[src/rtl/cbfp_denorm.sv]
// CBFP denormalizer: restores block-floating-point lane samples to full-width
// fixed point over a two-stage pipeline, tracking frame position and index saturation.
module cbfp_denorm #(
  parameter int I_WIDTH    = 12,
  parameter int O_WIDTH    = 24,
  parameter int DATA_WIDTH = 16,
  parameter int MAX_SHIFT  = 12,
  parameter int BEATS      = 32
) (
  input  logic                      clk,
  input  logic                      rst,
  input  logic                      valid_in,
  input  logic signed [I_WIDTH-1:0] din_re   [DATA_WIDTH],
  input  logic signed [I_WIDTH-1:0] din_im   [DATA_WIDTH],
  input  logic        [4:0]         index_in [DATA_WIDTH],
  output logic signed [O_WIDTH-1:0] dout_re  [DATA_WIDTH],
  output logic signed [O_WIDTH-1:0] dout_im  [DATA_WIDTH],
  output logic                      valid_out,
  output logic                      frame_start,
  output logic                      frame_end,
  output logic                      idx_sat
);

  localparam int            CW        = (BEATS > 1) ? $clog2(BEATS) : 1;
  localparam logic [4:0]    MAX_IDX   = 5'(MAX_SHIFT);
  localparam logic [CW-1:0] LAST_BEAT = CW'(BEATS - 1);

  logic                      s1Valid_q;
  logic                      s1Sat_q;
  logic                      s1Sat_d;
  logic signed [I_WIDTH-1:0] s1Re_q   [DATA_WIDTH];
  logic signed [I_WIDTH-1:0] s1Im_q   [DATA_WIDTH];
  logic        [4:0]         s1Idx_q  [DATA_WIDTH];
  logic        [4:0]         s1Idx_d  [DATA_WIDTH];

  logic                      outValid_q;
  logic                      sat_q;
  logic        [CW-1:0]      beat_q;
  logic        [4:0]         shamt    [DATA_WIDTH];
  logic signed [O_WIDTH-1:0] outRe_d  [DATA_WIDTH];
  logic signed [O_WIDTH-1:0] outIm_d  [DATA_WIDTH];
  logic signed [O_WIDTH-1:0] outRe_q  [DATA_WIDTH];
  logic signed [O_WIDTH-1:0] outIm_q  [DATA_WIDTH];

  // Clamp each lane's exponent so the restore shift never goes negative.
  always_comb begin
    s1Sat_d = 1'b0;
    for (int l = 0; l < DATA_WIDTH; l++) begin
      if (index_in[l] > MAX_IDX) begin
        s1Idx_d[l] = MAX_IDX;
        s1Sat_d    = 1'b1;
      end else begin
        s1Idx_d[l] = index_in[l];
      end
    end
  end

  always_ff @(posedge clk or posedge rst) begin
    if (rst) begin
      s1Valid_q <= 1'b0;
      s1Sat_q   <= 1'b0;
      for (int l = 0; l < DATA_WIDTH; l++) begin
        s1Re_q[l]  <= '0;
        s1Im_q[l]  <= '0;
        s1Idx_q[l] <= '0;
      end
    end else begin
      s1Valid_q <= valid_in;
      if (valid_in) begin
        s1Sat_q <= s1Sat_d;
        s1Re_q  <= din_re;
        s1Im_q  <= din_im;
        s1Idx_q <= s1Idx_d;
      end
    end
  end

  // Output width leaves exactly MAX_SHIFT bits of headroom, so the shift is lossless.
  always_comb begin
    for (int l = 0; l < DATA_WIDTH; l++) begin
      shamt[l]   = MAX_IDX - s1Idx_q[l];
      outRe_d[l] = $signed({{(O_WIDTH-I_WIDTH){s1Re_q[l][I_WIDTH-1]}}, s1Re_q[l]}) <<< shamt[l];
      outIm_d[l] = $signed({{(O_WIDTH-I_WIDTH){s1Im_q[l][I_WIDTH-1]}}, s1Im_q[l]}) <<< shamt[l];
    end
  end

  always_ff @(posedge clk or posedge rst) begin
    if (rst) begin
      outValid_q <= 1'b0;
      sat_q      <= 1'b0;
      beat_q     <= '0;
      for (int l = 0; l < DATA_WIDTH; l++) begin
        outRe_q[l] <= '0;
        outIm_q[l] <= '0;
      end
    end else begin
      outValid_q <= s1Valid_q;
      sat_q      <= sat_q | (s1Valid_q & s1Sat_q);
      if (s1Valid_q) begin
        outRe_q <= outRe_d;
        outIm_q <= outIm_d;
      end
      // beat_q names the beat currently on the outputs; it moves once that beat is consumed.
      if (outValid_q) begin
        beat_q <= (beat_q == LAST_BEAT) ? '0 : CW'(beat_q + 1'b1);
      end
    end
  end

  assign valid_out   = outValid_q;
  assign frame_start = outValid_q && (beat_q == '0);
  assign frame_end   = outValid_q && (beat_q == LAST_BEAT);
  assign idx_sat     = sat_q;
  assign dout_re     = outRe_q;
  assign dout_im     = outIm_q;

endmodule

[config.mk]
export PLATFORM = sky130hd
export DESIGN_NAME = cbfp_denorm
export DESIGN_NICKNAME = d
export VERILOG_FILES = /design/src/rtl/cbfp_denorm.sv
export SDC_FILE = /design/constraint.sdc
export NUM_CORES = 2
export LEC_CHECK = 0
export BUFFER_PORTS_ARGS = -buffer_cell sky130_fd_sc_hd__buf_2
export CORE_AREA = 2 2 487 489
export DETAILED_ROUTE_END_ITERATION = 12
export DIE_AREA = 0 0 489 491
export PLACE_DENSITY = 0.58
export RECOVER_POWER = 50
export SLEW_MARGIN = 20
export SYNTH_ARGS = -nofsm -noshare
export SYNTH_HDL_FRONTEND = slang
export SYNTH_SLANG_ARGS = --single-unit
[constraint.sdc]
create_clock -name clk -period 54.7 [get_ports clk]
set_input_delay 5.47 -clock clk [delete_from_list [all_inputs] [get_ports clk]]
set_output_delay 5.47 -clock clk [all_outputs]
set_load 0.05 [all_outputs]
==> run_results.csv <==
group,metric,value,unit
synthesis,muxShareOfSynthArea,20.5,%
die,row_count,178,
critical_path,cp-end-kind,"flip-flop",
min_path,holdPathEnd,"dout_im[106]",
grt,antenna_found_initial,66,
clock_tree,insertion_delay,0.82,ns
sta,setup-tns-final,0,ns
detailed_routing,drcViolationCount,0,
grt,grt_max_degree,154,
synthesis,async_reset_ff_share,100,%
synthesis,synthMostInstantiatedCell,"dfrtp_1",
synthesis,synthXorXnorAreaFrac,1.49,%
power,p_comb_share,40.2,%
die,die-area,240000,um2
clock_tree,cts_hold_buf,0,
power,p_int,2.16,mW
power,pwr-share-clk,27.2,%
run_status,status,"complete, but fails checks",
synthesis,synthSimpleGateAreaFrac,9.79,%
detailed_routing,drtPass1Iterations,8,
layout,drive_gt1_share,26.6,%
layout,fillerInstances,23814,
critical_path,r2r_start,"s1Valid_q",
sta,finalClockSkew,0.0380,ns
detailed_routing,wl,312000,um
sta,setup_viol,0,
critical_path,rrSetupSlack,42.66,ns
grt,grt_pass1_wl,445000,um
grt,overflow,0,
critical_path,worstReg2RegEnd,"dout_re[250]",
detailed_routing,num_vias,61664,
synthesis,syn-num-nets,7029,
sta,rsz0062_at_grt,"no",
critical_path,critPathKind,"input port to flip-flop",
synthesis,synth_top_family_by_area,"multiplexers",
sta,max_freq,0.0730,GHz
power,seq_power_share,32.6,%
clock_tree,cts_buffers,151,
power,powerDensity,47.8,nW/um2
detailed_routing,wl_per_cell,28.9,um
synthesis,synth-compound-area-share,18.5,%
critical_path,critPathLaunchType,"input port",
detailed_routing,vias_per_cell,5.71,
place,io_buffers,1238,
critical_path,crit_path_max_fanout,83,
place,gp_congestion,0.952,
sta,fin_crit,13.70,ns
detailed_routing,drtIter0Drc,6618,
clock_tree,postCtsSetupBuffers,0,
min_path,min_path_type,"flip-flop to flip-flop",
clock_tree,cts_tree,"done",
synthesis,synth_commonest_cells,"dfrtp_1 (1241), nand2_1 (601), mux2_2 (495), mux2i_1 (420), nor2_1 (384)",
critical_path,worstPathRequired,55.36,ns
run_status,failed_checks,"capacitance limit, slew limit",
synthesis,ys_seq_area_share,44.3,%
die,die_w,489,um
die,ios,1239,
place,hpwlAfterDp,238000,um
synthesis,synth_edf_count,0,
grt,grt_pass1_vias,59432,
synthesis,synthAdderAreaFrac,0.339,%
synthesis,postSynthAreaPerCell,10.7,um2
critical_path,arrival,14.36,ns
synthesis,syn_inst,6543,
critical_path,rr_worst_depth,7,
synthesis,ys_ff_latch,1241,
synthesis,synth_top_area_share,44.3,%
sta,min_period_over_period,25.0,%
grt,track_usage,25.0,%
clock_tree,clock_sinks,1241,
sta,drv_slew,1861,
min_path,worstHoldPathCells,2,
power,total_leakage_power,35.5,nW
synthesis,synth_warnings,0,
clock_tree,cts_root_buffer,"clkbuf_16",
layout,area_delta_synth_final,19.0,%
synthesis,synthFlopType,"dfrtp_1",
min_path,min-delay-start,"dout_im[106]",
clock_tree,cts_resized,0,
power,vdd_drop_max,39.8,uV
place,dp.cells,10499,
clock_tree,clkTransAtPathRegs,0.06,ns
synthesis,yosys.area.top_type,"dfrtp_1",
die,start_util,29.9,%
power,switching_share,45.9,%
power,p_sw,1.83,mW
synthesis,syn_area,70100,um2
sta,worst_slew_pin_slew,5.28,ns
layout,utilization,35.6,%
sta,finalHoldViolCount,0,
detailed_routing,ant_nets,0,
synthesis,synthTopCellsByArea,"dfrtp_1 (44%), mux2_2 (8.0%), mux4_2 (6.4%)",
die,fp.coreArea,235000,um2
clock_tree,clock_path_buffers,3,
layout,layout.cells.non_filler,10796,
die,die_h,491,um
sta,relSlewSlack,-252,%
clock_tree,htree_levels,4,
flow_run,max_cap_viol_count,35,
sta,hold_slack,0.468,ns
synthesis,ys_types,95,
layout,num-nets-final,7988,
worst max-delay path by stage:
stage                         from            to  slack [ns]  cells past startpoint
after floorplan                rst     beat_q[0]       14.26                      1
after global placement         rst  dout_im[196]       44.05                      7
after detailed placement       rst  dout_im[207]       43.96                      7
after CTS                      rst    s1Re_q[98]       44.84                      7
after global routing           rst  dout_im[206]       39.41                      7
final                     valid_in   s1Re_q[172]       41.00                      5
cell usage in the layout, fill, tap and decap left out, drive strengths merged, types with 36 or more instances in the layout:
cell     instances
xor2            40
nand2b          53
nor2           387
nand2          601
a22o            36
o2bb2ai        229
a211oi          47
o221ai         145
o22ai           59
nand3           85
buf            983
a221o           71
a21o            43
dfrtp         1241
a32o            91
a31oi           56
a221oi          36
inv            227
mux2           497
a211o           50
xnor2           51
clkbuf         581
nor2b           55
mux4           200
a22oi           63
o21ai          395
a21oi          276
nor3           130
o211ai          62
mux2i          425
cells by family (layout without fill, tap and decap cells):
group	after synthesis	count (layout)
buffers and inverters	774	1850
other	0	27
DFF	1241	1241
and+or+nand+nor	1497	1497
AOI/OAI and AO/OA	1799	1799
muxes	1122	1122
adders and majority gates	19	19
xor gates and xnor gates	91	91
registers in the layout (all words and copies together) (netlist names):
signal     cells
beat_q         5
dout_re      384
s1Sat_q        1
dout_im      384
valid_out      1
s1Idx_q       80
s1Valid_q      1
s1Re_q       192
s1Im_q       192
idx_sat        1
layer usage:
metal,vias up,GRT usage [%],part of all wire (%)
met5,-,0,0.13
met3,616,7.31,10
met4,60,14.0,6.4
met2,3239,37.1,43
met1,31231,32.5,40
li1,26518,-,-
power groups by stage:
stage	Sequential [mW]	Combinational, mW	Clock (mW)
final	1.30	1.60	1.08
after global routing	1.31	1.68	1.14
after CTS	1.29	1.61	1.10
after detailed placement	1.30	1.61	0
after global placement	1.30	1.60	0
after floorplan	1.72	0.638	0
layout make-up:
cell class,instances,area (um2),share of cell area [%]
Antenna cell,27,67.6,0.0810
Clock buffer,203,4320,5.18
Clock inverter,67,965,1.16
Tap cell,3150,3940,4.73
Timing Repair Buffer,1361,6600,7.91
Sequential cell,1241,31100,37.2
Inverter,219,827,0.992
Multi-Input combinational cell,4528,35600,42.7
critical path, cell delays in order:
cell and delay, ns:
clkbuf_1 3.03, clkbuf_1 1.82, clkbuf_1 2.34, buf_4 1.08, mux2_2 0.41
per-stage QoR:
stage / total power [mW] / instance area [um2] / setup WS (ns)
2_1_floorplan: 2.36 / 70100 / 14.26
3_3_place_gp: 2.90 / 78700 / 44.05
3_5_place_dp: 2.91 / 78700 / 43.96
4_1_cts: 4.01 / 83900 / 44.84
5_1_grt: 4.14 / 83400 / 39.41
6_report: 3.98 / 83400 / 41.00
Note: power is estimated with default switching activity, not from simulation.
